$ cat config.mk
export PLATFORM = sky130hd
export DESIGN_NAME = multi_cycle_controller
export DESIGN_NICKNAME = d
export VERILOG_FILES = /design/src/rtl/ctrl_pkg.sv /design/src/rtl/mem_wait_timer.sv /design/src/rtl/multi_cycle_controller.sv
export SDC_FILE = /design/constraint.sdc
export NUM_CORES = 1
export LEC_CHECK = 0
export CORE_ASPECT_RATIO = 1.1
export CORE_MARGIN = 2
export CORE_UTILIZATION = 50
export DETAILED_ROUTE_END_ITERATION = 12
export PLACE_DENSITY = 0.81
export SLEW_MARGIN = 40
export SYNTH_ARGS = -nofsm -noshare
export SYNTH_HDL_FRONTEND = slang
export SYNTH_HIERARCHICAL = 1
export SYNTH_SLANG_ARGS = --single-unit
$ cat constraint.sdc
create_clock -name clk -period 3.4 [get_ports clk]
set_input_delay 0.51 -clock clk [delete_from_list [all_inputs] [get_ports clk]]
set_output_delay 0.51 -clock clk [all_outputs]
set_load 0.05 [all_outputs]
$ cat src/rtl/ctrl_pkg.sv
// ctrl_pkg: shared opcode, ALU, mux encodings and FSM states for the multi-cycle controller.
package ctrl_pkg;
    localparam logic [3:0] OP_RTYPE = 4'h0;
    localparam logic [3:0] OP_LW    = 4'h1;
    localparam logic [3:0] OP_SW    = 4'h2;
    localparam logic [3:0] OP_ADDI  = 4'h3;
    localparam logic [3:0] OP_BEQ   = 4'h4;
    localparam logic [3:0] OP_BNE   = 4'h5;
    localparam logic [3:0] OP_J     = 4'h6;
    localparam logic [3:0] ALU_ADD  = 4'd0;
    localparam logic [3:0] ALU_SUB  = 4'd1;
    localparam logic [1:0] PC_ALU    = 2'd0;
    localparam logic [1:0] PC_ALUOUT = 2'd1;
    localparam logic [1:0] PC_JUMP   = 2'd2;
    localparam logic [1:0] B_RT     = 2'd0;
    localparam logic [1:0] B_TWO    = 2'd1;
    localparam logic [1:0] B_IMM    = 2'd2;
    localparam logic [1:0] B_IMM_SH = 2'd3;

    typedef enum logic [3:0] {
        S_FETCH, S_DECODE, S_EXEC_R, S_WB_R, S_MEM_ADDR, S_MEM_RD, S_WB_MEM,
        S_MEM_WR, S_EXEC_I, S_WB_I, S_BRANCH, S_JUMP, S_ILLEGAL
    } state_t;

    // Only funct 0-3 are defined ALU operations for R-type.
    function automatic state_t dispatch(input logic [3:0] op, input logic [3:0] fn);
        return op == OP_RTYPE ? (fn > 4'd3 ? S_ILLEGAL : S_EXEC_R) :
               (op == OP_LW || op == OP_SW) ? S_MEM_ADDR :
               op == OP_ADDI ? S_EXEC_I :
               (op == OP_BEQ || op == OP_BNE) ? S_BRANCH :
               op == OP_J ? S_JUMP : S_ILLEGAL;
    endfunction
endpackage

$ cat src/rtl/mem_wait_timer.sv
// mem_wait_timer: counts consecutive stalled memory cycles and flags when the wait limit is hit.
module mem_wait_timer #(
    parameter int MEM_TIMEOUT = 15
) (
    input  logic clk,
    input  logic rst,
    input  logic waiting,
    output logic timeout
);
    localparam int W = MEM_TIMEOUT > 2 ? $clog2(MEM_TIMEOUT) : 1;
    localparam logic [W-1:0] LIM = W'(MEM_TIMEOUT > 0 ? MEM_TIMEOUT - 1 : 0);

    logic [W-1:0] cnt_q, cnt_d;

    // Any cycle that is not a continued stall clears the count, so each access starts at zero.
    always_comb begin
        timeout = (MEM_TIMEOUT > 0) && waiting && (cnt_q == LIM);
        cnt_d   = (waiting && !timeout) ? cnt_q + 1'b1 : '0;
    end

    always_ff @(posedge clk) begin
        if (rst) cnt_q <= '0;
        else     cnt_q <= cnt_d;
    end
endmodule

$ cat src/rtl/multi_cycle_controller.sv
// multi_cycle_controller: Moore FSM sequencing a 16-bit multi-cycle datapath over a shared memory port.
module multi_cycle_controller
    import ctrl_pkg::*;
#(
    parameter int MEM_TIMEOUT = 15,
    parameter int CNT_W       = 16
) (
    input  logic             clk,
    input  logic             rst,
    input  logic [3:0]       opcode,
    input  logic [3:0]       funct,
    input  logic             alu_zero,
    input  logic             mem_ready,
    output logic             pc_write,
    output logic [1:0]       pc_src,
    output logic             ir_write,
    output logic             i_or_d,
    output logic             mem_read,
    output logic             mem_write,
    output logic             mem_to_reg,
    output logic             reg_dst,
    output logic             reg_write,
    output logic             alu_src_a,
    output logic [1:0]       alu_src_b,
    output logic [3:0]       alu_op,
    output logic             illegal_instr,
    output logic             bus_error,
    output logic [CNT_W-1:0] instr_retired
);
    state_t state_q, state_d;
    logic [CNT_W-1:0] retired_q, retired_d;
    logic waiting, timeout, retire;

    assign waiting = (state_q == S_FETCH || state_q == S_MEM_RD || state_q == S_MEM_WR) && !mem_ready;

    mem_wait_timer #(.MEM_TIMEOUT(MEM_TIMEOUT)) u_timer (
        .clk     (clk),
        .rst     (rst),
        .waiting (waiting),
        .timeout (timeout)
    );

    always_comb begin
        state_d = state_q;
        case (state_q)
            S_FETCH:    state_d = mem_ready ? S_DECODE : S_FETCH;
            S_DECODE:   state_d = dispatch(opcode, funct);
            S_EXEC_R:   state_d = S_WB_R;
            S_MEM_ADDR: state_d = opcode == OP_LW ? S_MEM_RD : S_MEM_WR;
            S_MEM_RD:   state_d = mem_ready ? S_WB_MEM : timeout ? S_FETCH : S_MEM_RD;
            S_MEM_WR:   state_d = (mem_ready || timeout) ? S_FETCH : S_MEM_WR;
            S_EXEC_I:   state_d = S_WB_I;
            default:    state_d = S_FETCH;
        endcase
        retire = state_q == S_WB_R || state_q == S_WB_MEM || state_q == S_WB_I ||
                 state_q == S_BRANCH || state_q == S_JUMP || (state_q == S_MEM_WR && mem_ready);
        retired_d = retire ? retired_q + 1'b1 : retired_q;
    end

    always_comb begin
        pc_write      = 1'b0;
        pc_src        = PC_ALU;
        ir_write      = 1'b0;
        i_or_d        = 1'b0;
        mem_read      = 1'b0;
        mem_write     = 1'b0;
        mem_to_reg    = 1'b0;
        reg_dst       = 1'b0;
        reg_write     = 1'b0;
        alu_src_a     = 1'b0;
        alu_src_b     = B_RT;
        alu_op        = ALU_ADD;
        illegal_instr = 1'b0;
        case (state_q)
            S_FETCH: begin
                mem_read  = 1'b1;
                alu_src_b = B_TWO;
                ir_write  = mem_ready;
                pc_write  = mem_ready;
            end
            S_DECODE: alu_src_b = B_IMM_SH;
            S_EXEC_R: begin
                alu_src_a = 1'b1;
                alu_op    = funct;
            end
            S_WB_R: begin
                reg_write = 1'b1;
                reg_dst   = 1'b1;
            end
            S_MEM_ADDR, S_EXEC_I: begin
                alu_src_a = 1'b1;
                alu_src_b = B_IMM;
            end
            S_MEM_RD: begin
                mem_read = 1'b1;
                i_or_d   = 1'b1;
            end
            S_WB_MEM: begin
                reg_write  = 1'b1;
                mem_to_reg = 1'b1;
            end
            S_MEM_WR: begin
                mem_write = 1'b1;
                i_or_d    = 1'b1;
            end
            S_WB_I: reg_write = 1'b1;
            S_BRANCH: begin
                alu_src_a = 1'b1;
                alu_op    = ALU_SUB;
                pc_src    = PC_ALUOUT;
                pc_write  = (opcode == OP_BEQ && alu_zero) || (opcode == OP_BNE && !alu_zero);
            end
            S_JUMP: begin
                pc_src   = PC_JUMP;
                pc_write = 1'b1;
            end
            S_ILLEGAL: illegal_instr = 1'b1;
            default: ;
        endcase
        // Reset silences every strobe immediately, abandoning any in-flight access.
        if (rst) begin
            {pc_write, pc_src, ir_write, i_or_d, mem_read, mem_write, mem_to_reg} = '0;
            {reg_dst, reg_write, alu_src_a, alu_src_b, alu_op, illegal_instr} = '0;
        end
        bus_error = timeout && !rst;
    end

    assign instr_retired = retired_q;

    always_ff @(posedge clk) begin
        if (rst) begin
            state_q   <= S_FETCH;
            retired_q <= '0;
        end else begin
            state_q   <= state_d;
            retired_q <= retired_d;
        end
    end
endmodule

==> impl_metrics.ini, run 1 <==
[sta]
fin_skew_ps = 7.83
fin_tns_setup_ps = 0
layout_worst_path_cycle_share_pct = 80.2
fmax_mhz = 367
final_hold_viol_count = 0
finalCriticalPeriod_ps = 2730
rsz0062_at_grt = no
tightest_slew_ps = 525
slew_violations = 0
setup_viol = 0
max-slew-margin-rel_pct = 64.9
setup_slack_ps = 675

[routing]
postRouteAntennaNets = 0
drt_iter0_drc = 50
viasPerCell = 5.73
drcViolationCount = 0
wire_per_inst_um = 12.9
drt_pre_antenna_iters = 6
routed_wl_mm = 3.62
vias = 1609

[critical_path]
rrSetupSlack_ps = 1370
start_kind = register
slowest_stage = clkdlybuf4s50_1
r2r_end = state_q[1]
cp_cell_sequence = nor2b_1 -> a32oi_1 -> nor2_1 -> clkdlybuf4s50_1
cp.arrival_ps = 2220
worstPathRequired_ps = 2890
critPathMaxFanout = 16
crit_type = register to primary output
r2r_cells = 9
critPathCaptureType = primary output
max_stage_delay_ps = 810
crit_end = reg_write
crit_start = state_q[1]
r2r-start = state_q[1]

[floorplan]
ios = 47
start_util_pct = 52.0
die_x_um = 57.2
dieArea_mm2 = 0.00358
core_mm2 = 0.00300
std_cell_rows = 21
die_y_um = 62.5

[finish]
syn_to_final_growth_pct = 38.2
finish.utilization_pct = 71.8
drive_gt1_share_pct = 15.4
layout_common_cells = nor2_1 (34), clkdlybuf4s50_1 (28), dfxtp_1 (23), o21ai_0 (15), nand2_1 (13)
multi_input_area_mm2 = 0.00101
regArea_um2 = 482
final_common_cell = nor2_1
fin_nets = 263
nFillCells = 252
layout.cells.non_filler = 281
antenna_cells = 0

[yosys]
syn_inst = 206
ys.flop_type = dfxtp_1
yosys.cell_types.count = 48
yosysSeqAreaShare_pct = 30.9
syn_area_per_cell_um2 = 7.56
syn_nets = 221
syn_area_mm2 = 0.00156
synthArstFlopShare_pct = 0
yosys_warnings = 6
synth_edf_count = 0
ys_ff_latch = 24

[placement]
place_congestion = 0.783
io_buffers = 46
dp_hpwl_mm = 2.71
place_inst = 277
dp_slack_ps = 718

[global_routing]
antenna_found_initial = 0
track_usage_pct = 21.1
grt_pass1_vias = 1458
grt_max_degree = 25
grt_first_pass_wirelength_mm = 6.24
overflow = 0

[cts]
cts_buffers = 3
cts_sinks = 24
clockRootBuffer = clkbuf_4
cts_setup_buffers = 0
cts.htree.levels = 1
clk_path_buf_depth = 2
cts.clk_slew.worst_paths_ps = 140
cts_hold_buf = 0
cts_tree = done
clk_latency_ps = 320
cts_resized = 0

[power]
p_leak_nw = 0.777
pwr_density_cell_mw_per_mm2 = 528
ir_drop_mv = 0.363

[run]
maxCapViolations = 0

[hold_path]
hold_class = register to register

[run_status]
status = completed
cells by family (layout without fill, tap and decap cells):
family          Yosys count  count (layout)  synth area share [%]
compound gates           41              41                  15.5
fa+ha+maj                 3               3                  2.41
simple gates            110             110                  39.8
flops                    24              24                  30.9
xor+xnor                 13              13                  7.32
buf+inv                  15              56                  4.10
power by group:
group	internal, mW	switching [mW]	total, mW
clock	0.119	0.0874	0.207
combinational	0.205	0.360	0.565
sequential	0.307	0.0579	0.365
stage by stage:
stage          cell area [µm²]  hold slack [ps]  power [mW]
4_1_cts                   2150              483        1.14
2_1_floorplan             1560              430       0.774
6_report                  2150              484        1.14
3_3_place_gp              2100              444       0.928
3_5_place_dp              2100              453       0.932
5_1_grt                   2150              509        1.21
cell usage after synthesis (2+ instances only):
master / instances / area [µm²]
a21oi_1: 12 / 60.1
a31oi_1: 3 / 18.8
and2_1: 5 / 31.3
and3_1: 4 / 25.0
clkbuf_1: 10 / 37.5
dfxtp_1: 24 / 480
ha_1: 3 / 37.5
inv_1: 2 / 7.51
nand2_1: 13 / 48.8
nand3_1: 10 / 50.1
nand4_1: 4 / 25.0
nand4_2: 2 / 25.0
nand4b_1: 3 / 26.3
nor2_1: 34 / 128
nor2b_1: 5 / 31.3
nor3_1: 5 / 25.0
nor4_1: 3 / 18.8
o21ai_0: 15 / 75.1
o21ai_1: 2 / 10.0
or3_1: 7 / 43.8
or4_1: 2 / 15.0
xnor2_1: 2 / 17.5
xor2_1: 11 / 96.3
state kept, by name (all words and copies together), names as in the netlist:
register and count:
instr_retired 16, u_timer/cnt_q 4, state_q 4
worst max-delay path: cells and delay by family (launching register included):
family	cells	cell delay (ps)
AOI/OAI and AO/OA	1	80
buffers and inverters	1	810
DFF	1	680
and+or+nand+nor	2	330
how the worst min path moves through the flow:
| stage | from | end | slack [ps] | cells after the start |
|---|---|---|---|---|
| finish | u_timer/cnt_q[0] | u_timer/cnt_q[0] | 480 | 1 |
| floorplan | u_timer/cnt_q[0] | u_timer/cnt_q[0] | 430 | 1 |
| detailed placement | u_timer/cnt_q[0] | u_timer/cnt_q[0] | 450 | 1 |
| global route | u_timer/cnt_q[0] | u_timer/cnt_q[0] | 510 | 1 |
| global placement | u_timer/cnt_q[0] | u_timer/cnt_q[0] | 440 | 1 |
| CTS | u_timer/cnt_q[0] | u_timer/cnt_q[0] | 480 | 1 |
metal layers:
metal / global-route usage, % / wire length [µm] / part of all wire (%) / vias to the layer above
li1: - / - / - / 814
met1: 24.3 / 1550 / 43 / 748
met2: 39.2 / 1860 / 51 / 43
met3: 3.73 / 166 / 4.6 / 4
met4: 5.23 / 43 / 1.2 / 0
met5: 0 / 0 / 0 / -
area by class of cell:
| type | count | share of cell area (%) |
|---|---|---|
| repair buffers | 49 | 25.6 |
| well taps | 34 | 1.98 |
| flip-flops and latches | 24 | 22.4 |
| clock inverters | 1 | 1.40 |
| inverters | 3 | 0.524 |
| clock buffers | 3 | 1.05 |
| multi-input cells | 167 | 47.1 |
No activity file was read; power rests on OpenSTA's default activity.
==> run 2, diff against run 1 <==
CORE_UTILIZATION = 42   (was 50)
PLACE_DENSITY = 0.73   (was 0.81)
clock period = 2.5 ns   (was 3.4 ns; I/O delays follow)
==> run 2 against run 1 <==
Effect of this change:
- routed wire length increased by 3.0%
- global-route usage decreased by 2.8 points
- clock power increased by 63%
- critical path type unchanged
- critical endpoint is now bus_error
- largest cell class unchanged
- highest routed layer unchanged
==> impl_metrics.ini, run 2 (synthesized netlist as in run 1, its figures left out) <==
[run_status]
status = completed

[sta]
final_hold_viol_count = 0
tightest_slew_ps = 539
max-slew-margin-rel_pct = 64.0
finalCriticalPeriod_ps = 2230
layout_worst_path_cycle_share_pct = 89.2
fmax_mhz = 448
rsz0062_at_grt = no
fin_tns_setup_ps = 0
fin_skew_ps = 2.71
setup_viol = 0
slew_violations = 0
holdWs_ps = 474

[power]
internal-power_mw = 1.02
p_leak_nw = 0.836
p_switching_mw = 0.718
clockPowerShare_pct = 19.3
ir_drop_mv = 0.353
pwr_density_cell_mw_per_mm2 = 742
netSwitchingFraction_pct = 41.2
power_frac_seq_pct = 29.8
p_comb_share_pct = 50.8

[routing]
drt_pre_antenna_iters = 4
viasPerCell = 5.34
drt_iter0_drc = 85
drcViolationCount = 0
vias = 1603
routed_wl_mm = 3.73
wire_per_inst_um = 12.4
postRouteAntennaNets = 0

[floorplan]
die_x_um = 62.0
core_mm2 = 0.00360
start_util_pct = 43.3
dieArea_mm2 = 0.00421
die_y_um = 67.8
std_cell_rows = 23
ios = 47

[cts]
cts.clk_slew.worst_paths_ps = 80
cts_sinks = 24
cts_buffers = 3
clockRootBuffer = clkbuf_8
clk_path_buf_depth = 2
cts.htree.levels = 1
cts_setup_buffers = 0
clk_latency_ps = 270
cts_hold_buf = 0
cts_tree = done

[critical_path]
path_buf_inv = 2
rrSetupSlack_ps = 510
worstPathRequired_ps = 2120
critPathTopFamily = simple AND/OR/NAND/NOR gates
r2r_cells = 5
r2r_end = instr_retired[12]
slowest_stage = dfxtp_1
critPathMaxFanout = 16
critPathCaptureType = primary output
crit_type = register to primary output
r2r-start = state_q[3]
cp.arrival_ps = 1860
cp_cell_sequence = nor3_1 -> a21oi_1 -> nor3_2 -> inv_1 -> nor2_1 -> nor2b_2 -> buf_12
start_kind = register
max_stage_delay_ps = 480

[global_routing]
antenna_found_initial = 0
overflow = 0
grt_first_pass_wirelength_mm = 5.93
track_usage_pct = 18.3
grt_pass1_vias = 1375
grt_max_degree = 27

[hold_path]
hp-start = u_timer/cnt_q[0]
min_path_cells = 1
min_to = u_timer/cnt_q[0]
hold_class = register to register

[placement]
io_buffers = 46
dp_hpwl_mm = 2.86
place_congestion = 0.739

[finish]
final_common_cell = nor2_1
syn_to_final_growth_pct = 51.0
antenna_cells = 0
largest_reg_flops = 16
finish.utilization_pct = 65.3
drive_gt1_share_pct = 18.4
nFillCells = 298
fin_nets = 266
layout_common_cells = nor2_1 (33), clkdlybuf4s50_1 (27), dfxtp_1 (23), buf_12 (19), o21ai_0 (15)

[run]
maxCapViolations = 0
==> run 2: timing repair <==
| action | in CTS | in global routing |
|---|---|---|
| setup endpoints to repair | 0 | 1 |
| resized for setup | 0 | 2 |
| hold endpoints to repair | 0 | 0 |
==> run 2: per-layer routing <==
metal / global-route usage [%] / part of all wire, % / vias to the layer above
met5: 0 / 0 / -
met3: 3.40 / 5.5 / 4
met1: 21.1 / 44 / 734
met2: 32.4 / 50 / 44
met4: 7.18 / 1.2 / 0
li1: - / - / 821
==> run 2: layout make-up <==
class	count	area [µm²]	share of cell area (%)
multi-input combinational	167	1030	43.7
timing repair buffer	52	696	29.6
sequential	24	482	20.5
tap	50	62.6	2.66
clock buffer	3	41.3	1.76
clock inverter	1	30.0	1.28
inverter	3	11.3	0.479
==> run 2: how the worst max path moves through the flow <==
stage,startpoint,end,slack [ps],cells past startpoint
finish,state_q[1],bus_error,270,7
global route,state_q[1],bus_error,100,7
CTS,state_q[2],bus_error,150,6
detailed placement,mem_ready,bus_error,260,6
global placement,mem_ready,state_q[1],280,8
floorplan,state_q[3],alu_src_b[0],-170,3
==> run 2: through the flow <==
step                      std cells  area (µm²)  setup slack, ps  power (mW)
after floorplan                 206        1570             -169        1.06
after global placement          296        2270              276        1.40
after detailed placement        296        2270              261        1.41
after CTS                       300        2340              154        1.75
after global routing            300        2350              104        1.84
final                           300        2350              269        1.74
==> run 2: worst reg2reg max path: cells and delay by family, from the launching register on <==
kind	cells	cell delay [ps]
AOI/OAI and AO/OA	2	360
and+or+nand+nor	3	890
DFF	1	670
==> run 2: power by group through the flow <==
stage          clock network (mW)  logic, mW  registers (mW)
6_report                    0.337      0.886           0.520
3_3_place_gp                    0      0.877           0.527
5_1_grt                     0.355      0.952           0.533
2_1_floorplan                   0      0.589           0.470
3_5_place_dp                    0      0.884           0.527
4_1_cts                     0.344      0.887           0.517
